## config.mk

```make
export PLATFORM = sky130hd
export DESIGN_NAME = serial_subtractor
export DESIGN_NICKNAME = d
export VERILOG_FILES = /design/src/rtl/serial_sub_pkg.sv /design/src/rtl/full_subtractor.sv /design/src/rtl/serial_subtractor.sv
export SDC_FILE = /design/constraint.sdc
export NUM_CORES = 1
export LEC_CHECK = 0
export ABC_CLOCK_PERIOD_IN_PS = 1700
export BUFFER_PORTS_ARGS = -buffer_cell sky130_fd_sc_hd__clkbuf_2
export CAP_MARGIN = 10
export CORE_ASPECT_RATIO = 0.7
export CORE_MARGIN = 2
export CORE_UTILIZATION = 45
export DETAILED_ROUTE_END_ITERATION = 8
export GPL_TIMING_DRIVEN = 0
export PLACE_DENSITY = 0.67
export SETUP_SLACK_MARGIN = 0.4
export SLEW_MARGIN = 20
export SYNTH_ARGS = -nofsm -noshare
export SYNTH_HDL_FRONTEND = slang
export SYNTH_SLANG_ARGS = --single-unit
```

## constraint.sdc

```tcl
create_clock -name clk -period 1.7 [get_ports clk]
set_input_delay 0.34 -clock clk [delete_from_list [all_inputs] [get_ports clk]]
set_output_delay 0.34 -clock clk [all_outputs]
set_load 0.02 [all_outputs]
```

## src/rtl/serial_sub_pkg.sv

```systemverilog
// Shared definitions for the bit-serial subtractor: FSM state encoding and default width.
package serial_sub_pkg;

    localparam int SERIAL_SUB_WIDTH = 8;

    typedef enum logic [1:0] {
        IDLE = 2'd0,
        RUN  = 2'd1,
        DONE = 2'd2
    } state_t;

endpackage

```

## src/rtl/full_subtractor.sv

```systemverilog
// Single-bit full subtractor cell: Diff = in1 - in2 - Bin, Bout is the borrow out.
module full_subtractor (
    output logic Diff,
    output logic Bout,
    input  logic in1,
    input  logic in2,
    input  logic Bin
);

    logic w_axb;

    assign w_axb = in1 ^ in2;
    assign Diff  = w_axb ^ Bin;
    assign Bout  = (~in1 & in2) | (~w_axb & Bin);

endmodule

```

## src/rtl/serial_subtractor.sv

```systemverilog
// Bit-serial WIDTH-bit subtractor (in1 - in2 - Bin), LSB first, one full_subtractor cell.
// Optional signed-overflow output Ovf is built when SERIAL_SUB_OVF_EN is defined.
module serial_subtractor
    import serial_sub_pkg::*;
#(
    parameter int WIDTH = SERIAL_SUB_WIDTH
) (
    input  logic             clk,
    input  logic             rst,
    input  logic             start,
    input  logic [WIDTH-1:0] in1,
    input  logic [WIDTH-1:0] in2,
    input  logic             Bin,
    output logic [WIDTH-1:0] Diff,
    output logic             Borrow,
    output logic             busy,
    output logic             done
`ifdef SERIAL_SUB_OVF_EN
    ,
    output logic             Ovf
`endif
);

    localparam int             CW   = $clog2(WIDTH);
    localparam logic [CW-1:0]  LAST = CW'(WIDTH - 1);

    // Handshake: start is accepted only in IDLE (and not under rst); busy is high while
    // bits are being computed; done pulses for one cycle when Diff/Borrow are updated.
    state_t           r_state;
    state_t           w_state_next;
    logic [WIDTH-1:0] r_a;
    logic [WIDTH-1:0] r_b;
    logic [WIDTH-1:0] r_res;
    logic [CW-1:0]    r_cnt;
    logic             r_br;
    logic [WIDTH-1:0] r_diff;
    logic             r_borrow;

    logic             w_d;
    logic             w_bout;
    logic             w_accept;
    logic             w_last;

    full_subtractor u_cell (
        .Diff (w_d),
        .Bout (w_bout),
        .in1  (r_a[0]),
        .in2  (r_b[0]),
        .Bin  (r_br)
    );

    assign w_accept = (r_state == IDLE) && start;
    assign w_last   = (r_state == RUN) && (r_cnt == LAST);

    always_comb begin
        w_state_next = r_state;
        case (r_state)
            IDLE:    if (start) w_state_next = RUN;
            RUN:     if (r_cnt == LAST) w_state_next = DONE;
            DONE:    w_state_next = IDLE;
            default: w_state_next = IDLE;
        endcase
    end

    always_ff @(posedge clk) begin
        if (rst) begin
            r_state <= IDLE;
        end else begin
            r_state <= w_state_next;
        end
    end

    always_ff @(posedge clk) begin
        if (rst) begin
            r_a      <= '0;
            r_b      <= '0;
            r_res    <= '0;
            r_cnt    <= '0;
            r_br     <= 1'b0;
            r_diff   <= '0;
            r_borrow <= 1'b0;
        end else begin
            if (w_accept) begin
                r_a   <= in1;
                r_b   <= in2;
                r_res <= '0;
                r_cnt <= '0;
                r_br  <= Bin;
            end else if (r_state == RUN) begin
                // Result fills from the MSB end so it is aligned after WIDTH shifts.
                r_a   <= {1'b0, r_a[WIDTH-1:1]};
                r_b   <= {1'b0, r_b[WIDTH-1:1]};
                r_res <= {w_d, r_res[WIDTH-1:1]};
                r_br  <= w_bout;
                if (!w_last) begin
                    r_cnt <= r_cnt + CW'(1);
                end
            end
            if (w_last) begin
                r_diff   <= {w_d, r_res[WIDTH-1:1]};
                r_borrow <= w_bout;
            end
        end
    end

`ifdef SERIAL_SUB_OVF_EN
    logic r_ovf;

    // Signed overflow: borrow into the MSB differs from borrow out of it.
    always_ff @(posedge clk) begin
        if (rst) begin
            r_ovf <= 1'b0;
        end else if (w_last) begin
            r_ovf <= r_br ^ w_bout;
        end
    end

    assign Ovf = r_ovf;
`endif

    assign Diff   = r_diff;
    assign Borrow = r_borrow;
    assign busy   = (r_state == RUN);
    assign done   = (r_state == DONE);

endmodule
```

# After elaboration in Yosys (flattened, before gate mapping)

Cells that the tools add are included.

Eq/ne operators: 5
Reductions and logical operators: 7
Multiplexer cells: 9
Bitwise logic cells: 8
$add $sub $neg: 1

Operators by type and width:

| kind                                                                  | number |
|---|---|
| 8-bit two-way mux                                                     | 4 |
| 2-bit two-way mux                                                     | 2 |
| 2-bit case mux with 2 select lines                                    | 1 |
| 2-bit AND reduction                                                   | 2 |
| 3-bit by 1-bit adder with 3-bit output, second input constant         | 1 |
| 3-bit equality test, second input constant                            | 1 |
| 1-bit inverter                                                        | 3 |
| 1-bit AND                                                             | 2 |
| 2-bit by 1-bit equality test with 1-bit output, second input constant | 1 |
| 2-bit equality test, second input constant                            | 1 |
| 1-bit logical AND                                                     | 2 |
| 2-bit zero test                                                       | 1 |
| 1-bit two-way mux                                                     | 2 |
| 2-bit by 1-bit != test with 1-bit output, second input constant       | 1 |
| 2-bit != test, second input constant                                  | 1 |
| 2-bit nonzero test                                                    | 1 |
| 2-bit OR reduction                                                    | 1 |
| 1-bit bitwise XOR                                                     | 2 |
| 1-bit bitwise OR                                                      | 1 |

Output and inout bits: 11
Input port bits: 20
Flip-flop bits (word level): 39

# Depth between registers and ports, before layout

Gate-level depths: netlist of the first run.

Depth in word-level cells: 6
Mapped depth: 6

# Hierarchy

Synthesis of the first run repeated with hierarchy kept, for this count alone.

Cell total of the unflattened synthesis: 198
Area total of the unflattened synthesis: 1,687.9 um^2

By module, submodules not included:

| module            | instances | cells an instance | area an instance (um^2) |
|---|---|---|---|
| serial_subtractor | 1         | 194               | 1,656.6 |
| full_subtractor   | 1         | 4                 | 31.3 |

# Worst setup path before layout of the first run

Ideal clock, no wire load.

Kind: register -> output
From: reg r_state[1]
To: out done
Cell stages (with the launch flop): 4
Data arrival time: 1.100 ns
Slack: 0.260 ns
Data required time: 1.360 ns
Cell sequence: dfxtp_1 > inv_1 > buf_2 > nor2_1

Cells in the longest elaborated chain, start to end: 1

RTL lines:

| what                     | line                     | source |
|---|---|---|
| start: declaration       | serial_subtractor.sv:29  | `state_t r_state;` |
| start signal: assignment | serial_subtractor.sv:69  | `r_state <= w_state_next;` |
| 2-bit equality test      | serial_subtractor.sv:124 | `assign done = (r_state == DONE);` |
| end: declaration         | serial_subtractor.sv:17  | `output logic done` |

Every way passes these cells.

# Worst setup path in the final report of the first run

From: reg r_state[1]
To: out busy

Cells in the longest elaborated chain, start to end: 1

RTL lines:

| what                                           | line                     | source |
|---|---|---|
| 2-bit by 1-bit equality test with 1-bit output | serial_subtractor.sv:123 | `assign busy = (r_state == RUN);` |
| end: declaration                               | serial_subtractor.sv:16  | `output logic busy,` |

Every way passes these cells.

==> results.json, run 1 <==
{
  "rsz0062_at_grt": "true",
  "drtIter0Drc": 73,
  "drtAntennaViolNets": 0,
  "area_growth_pct": 34.9,
  "pwr-share-seq": 0.504,
  "p_clk_frac": 0.337,
  "rr_endpoint": "r_b[5]",
  "cellLeakagePower_uw": 0.000908,
  "endpoint": "busy",
  "wirelength_mm": 4.08,
  "grt_pass1_vias": 1337,
  "htree_levels": 2,
  "drc_errors": 0,
  "yosys_warnings": 0,
  "io_pins": 31,
  "timing.fmax_mhz": 667,
  "async_flop_share": 0,
  "cts_made_buffers": 5,
  "seq_area_frac_synth": 0.452,
  "yosysMostFrequentCell": "dfxtp_1",
  "layout-drive-gt1-share": 0.372,
  "critPathLaunchType": "flop",
  "via_count": 1504,
  "rrSetupSlack_ns": 0.41,
  "finalCritPeriodShare": 0.883,
  "synth_cells": 188,
  "synth-edff-count": 0,
  "clk_latency_ns": 0.29,
  "peakVddDrop_mv": 0.441,
  "grt_overflow": 0,
  "yosys.area.top_type": "dfxtp_1",
  "cpMostUsedCell": "buf_8",
  "clk_path_buf_depth": 2,
  "synth_area_leaders": "dfxtp_1, a211oi_2, nor2_1, a21oi_1, o2bb2ai_1",
  "relSlewSlack": 0.547,
  "postCtsHoldBufs": 0,
  "critPathMaxFanout": 3,
  "worstPathRequired_ns": 1.36,
  "net-switching-power_uw": 492,
  "swShare": 0.260,
  "dp_hpwl_mm": 2.68,
  "wl_per_cell_um": 14.1,
  "power_uw": 1900,
  "cts.sinks": 38,
  "chipHeight_um": 55.2,
  "clk_pin_slew_worst_paths_ns": 0.08,
  "detail_route.first_pass.iterations": 4,
  "synth_cell_types": 31,
  "tightestPinTransition_ns": 0.680,
  "power.density_nw_per_um2": 835,
  "r2r_cells": 5,
  "crit_arrival_ns": 1.16,
  "finalSetupTns_ns": 0,
  "syn-cell-area_um2": 1680,
  "fin_crit_ns": 1.50,
  "dp_slack_ns": 0.146,
  "routabilityCongestion": 0.761,
  "outcome": "finished, final reports clean",
  "cts_root_buf": "clkbuf_8",
  "rows": 18,
  "intPower_uw": 1400,
  "combPwrFrac": 0.160,
  "cts_tree": "done",
  "synth.top_cell.area_share": 0.452,
  "critPathCaptureType": "output pin",
  "drv_cap": 0,
  "fin_skew_ns": 0.00630,
  "final_nets": 261,
  "timing.rr.start": "r_state[1]",
  "finalMaxSlewViolations": 0,
  "grt_first_pass_wirelength_mm": 6.63,
  "hold_path.class": "in2reg",
  "fin_ws_ns": 0.200,
  "grt_usage": 0.208,
  "antenna_cells": 0,
  "hold_viol_final": 0,
  "initial_core_util": 0.473,
  "syn_nets": 211,
  "setup_viol": 0,
  "synth.avg_cell_area_um2": 8.95,
  "path_cells": "nand2b_4 -> buf_6 -> inv_8 -> buf_8 -> buf_8",
  "core-area_um2": 3560,
  "grt_max_degree": 12,
  "numPortBuffers": 30,
  "vias_per_cell": 5.20,
  "cp-startpoint": "r_state[1]",
  "antenna_found_initial": 0,
  "dieArea_um2": 4250,
  "ys_dominant_reg_cell": "dfxtp_1",
  "ys_ff_latch": 38,
  "cpPeakStageDelay_ns": 0.38,
  "cp_slowest_cell": "dfxtp_4",
  "path_class": "reg2out",
  "synthTopCellsByCount": "dfxtp_1, nor2_1, nand2_1",
  "fp.dieW_um": 77.1
}
-- how the worst min path moves through the flow --
| stage | slack, ns | cells after the start | end | from |
|---|---|---|---|---|
| floorplan | 0.44 | 2 | r_res[1] | r_res[1] |
| global placement | 0.45 | 2 | Diff[3] | Diff[3] |
| detailed placement | 0.45 | 2 | Diff[1] | Diff[1] |
| CTS | 0.30 | 3 | r_a[7] | in1[7] |
| global route | 0.33 | 3 | r_b[7] | in2[7] |
| finish | 0.31 | 3 | r_a[7] | in1[7] |
-- worst max-delay path: cells and delay by family, from the launching register on --
kind,cells,cell delay (ns)
buffers and inverters,4,0.38
flip-flops,1,0.38
AND/OR/NAND/NOR,1,0.12
-- cells in the final DEF (no fill, tap or decap), types with 2 or more instances in the layout --
cell type,synthesis,final
nand3_1,10,10
buf_6,2,2
inv_8,1,2
nand2b_4,0,2
clkbuf_8,0,6
dfxtp_4,0,2
clkbuf_2,0,28
o22ai_1,3,3
ha_4,0,2
o2bb2ai_1,11,10
clkbuf_1,2,3
buf_8,1,7
buf_4,3,13
inv_1,3,2
a21oi_1,20,20
dfxtp_1,38,35
o21ai_1,4,5
a211oi_2,9,10
nand2_1,25,25
nor2_1,30,29
a211oi_1,6,5
-- cells by family after synthesis --
group / Yosys count / share of synthesized area
AND/OR/NAND/NOR: 70 / 0.178
AO/OA/AOI/OAI: 58 / 0.268
flip-flops: 38 / 0.452
buffers and inverters: 18 / 0.0699
adder cells (fa/ha/maj): 3 / 0.0268
XOR/XNOR: 1 / 0.00521
-- state kept, by name (all words and copies together), names as in the netlist --
signal   count
r_state      2
r_b          8
r_a          8
r_res        7
r_br         1
Diff         8
r_cnt        3
Borrow       1
-- power by group through the flow --
stage	Combinational, µW	Clock, µW	Sequential [µW]
floorplan	181	0	969
global placement	244	0	974
detailed placement	247	0	974
CTS	273	648	953
global route	335	682	960
finish	303	638	955
-- layer usage --
| layer | track usage | up-vias | part of all wire |
|---|---|---|---|
| met3 | 0.0536 | 5 | 0.061 |
| met1 | 0.301 | 705 | 0.51 |
| met4 | 0.0804 | 0 | 0.010 |
| li1 | - | 758 | - |
| met2 | 0.300 | 36 | 0.42 |
| met5 | 0 | - | 0 |
-- metrics by stage --
| step | area (µm²) | hold slack [ns] | instances | utilization |
|---|---|---|---|---|
| floorplan | 1690 | 0.437 | 188 | - |
| global placement | 1900 | 0.446 | 268 | 0.535 |
| detailed placement | 1900 | 0.449 | 268 | 0.535 |
| CTS | 2140 | 0.299 | 283 | 0.601 |
| global route | 2270 | 0.334 | 289 | 0.638 |
| finish | 2270 | 0.307 | 289 | 0.638 |
-- what timing repair did --
action,in CTS,in global routing
buffers inserted,7,5
cloned,0,1
setup endpoints to repair,15,27
pin swaps,1,5
gates resized for setup,24,18
-- cell type report --
class / instances / area, µm²
well taps: 50 / 62.6
multi-input cells: 132 / 883
repair buffers: 43 / 289
flip-flops and latches: 38 / 769
clock buffers: 7 / 86.3
clock inverters: 1 / 5.00
fillers: 325 / 1290
inverters: 5 / 37.5
plain buffers: 13 / 138
No activity file was read; power rests on OpenSTA's default activity.
==> run 2: changes to the inputs <==
SETUP_SLACK_MARGIN = 0.15   (was 0.4)
==> run 2 against run 1 <==
Against the previous run: die area unchanged; final area decreased by 10%; critical path depth unchanged; wire length decreased by 7.0%; final cell count decreased by 3.1%; sequential power about the same; setup slack got worse by 0.025 ns; via count decreased by 2.8%; largest power group unchanged.
==> results.json, run 2 (synthesis gave the netlist of run 1 again) <==
{
  "hold_path.class": "in2reg",
  "final_common_cell": "dfxtp_1",
  "io_pins": 31,
  "postCtsHoldBufs": 0,
  "grt_first_pass_wirelength_mm": 6.29,
  "chipHeight_um": 55.2,
  "cts_root_buf": "clkbuf_8",
  "drc_errors": 0,
  "finalSetupTns_ns": 0,
  "layout_common_cells": "dfxtp_1, nor2_1, clkbuf_2, nand2_1, a21oi_1",
  "grt_overflow": 0,
  "critPathCaptureType": "output pin",
  "drv_cap": 0,
  "wl_per_cell_um": 13.6,
  "wirelength_mm": 3.80,
  "path_class": "reg2out",
  "routabilityCongestion": 0.754,
  "cts.sinks": 38,
  "rsz0062_at_grt": "true",
  "crit_buf_inv": 4,
  "final_nets": 253,
  "fin_crit_ns": 1.53,
  "drtAntennaViolNets": 0,
  "grt_usage": 0.194,
  "clk_path_buf_depth": 2,
  "clk_latency_ns": 0.28,
  "dieArea_um2": 4250,
  "relSlewSlack": 0.550,
  "critPathMaxFanout": 3,
  "critPathLaunchType": "flop",
  "outcome": "finished, final reports clean",
  "path_cells": "nand2b_1 -> buf_6 -> inv_8 -> buf_8 -> clkbuf_8",
  "worstPathRequired_ns": 1.36,
  "cts_made_buffers": 5,
  "cellLeakagePower_uw": 0.000804,
  "antenna_found_initial": 0,
  "via_count": 1462,
  "timing.fmax_mhz": 656,
  "clk_pin_slew_worst_paths_ns": 0.07,
  "antenna_cells": 0,
  "tightestPinTransition_ns": 0.675,
  "layout-drive-gt1-share": 0.300,
  "cts_tree": "done",
  "numPortBuffers": 30,
  "rows": 18,
  "htree_levels": 2,
  "fin_skew_ns": 0.00369,
  "cpPeakStageDelay_ns": 0.36,
  "finalCritPeriodShare": 0.897,
  "dp_hpwl_mm": 2.66,
  "cp_slowest_cell": "dfxtp_4",
  "peakVddDrop_mv": 0.468,
  "core-area_um2": 3560,
  "power.density_nw_per_um2": 877,
  "setup_viol": 0,
  "vias_per_cell": 5.22,
  "crit_arrival_ns": 1.19,
  "hold_viol_final": 0,
  "drtIter0Drc": 59,
  "grt_max_degree": 11,
  "cp_top_family": "buffers and inverters",
  "power_uw": 1790,
  "fp.dieW_um": 77.1,
  "grt_pass1_vias": 1304,
  "area_growth_pct": 21.0,
  "finalMaxSlewViolations": 0,
  "detail_route.first_pass.iterations": 4,
  "initial_core_util": 0.473
}
run 2: changes by cell type in the layout (fill, tap and decap cells not counted), sizes merged:
cell	delta
buf	-9
clkbuf	+1
clkinv	-1
run 2: repair_timing:
item                                    in CTS  in global routing
endpoints found under the setup margin       2                  2
buffers inserted                             5                  0
gates resized for setup                      7                  2
run 2: through the flow:
stage | hold WS, ns | cells | worst slack (ns) | util | area [µm²]
2_1_floorplan | 0.437 | 188 | 0.260 | - | 1680
3_3_place_gp | 0.444 | 268 | 0.110 | 0.533 | 1900
3_5_place_dp | 0.450 | 268 | 0.116 | 0.533 | 1900
4_1_cts | 0.310 | 280 | 0.141 | 0.571 | 2030
5_1_grt | 0.309 | 280 | 0.128 | 0.572 | 2040
6_report | 0.318 | 280 | 0.175 | 0.572 | 2040
run 2: layout make-up:
class	instances	area, µm²
Multi-Input combinational cell	132	805
Sequential cell	38	766
Tap cell	50	62.6
Clock buffer	7	76.3
Inverter	5	30.0
Timing Repair Buffer	35	196
Buffer	13	101
Fill cell	354	1520
run 2: worst paths after layout:
check | start | endpoint | slack [ns] | depth (start not counted)
worst max-delay path | r_state[1] | busy | 0.17 | 5
worst min-delay path | in1[7] | r_a[7] | 0.32 | 3
worst max register to register | r_cnt[0] | r_cnt[0] | 0.24 | 5
worst min register to register | Diff[7] | Diff[7] | 0.46 | 2
run 2: where the power goes:
part           total [µW]  internal, µW  switching, µW
combinational         257           117            140
clock                 575           282            293
sequential            954           930           23.7
total                1790          1330            456
run 2: worst min-delay path: stages:
cell and delay, ns:
clkbuf_2 0.09, nand3_1 0.07, a21oi_1 0.05
run 2: metal layers:
layer  vias up  GRT usage  part of all wire
met1       688      0.283              0.56
li1        742          -                 -
met4         0     0.0625             0.010
met3         6     0.0503             0.032
met5         -          0                 0
met2        26      0.282              0.40
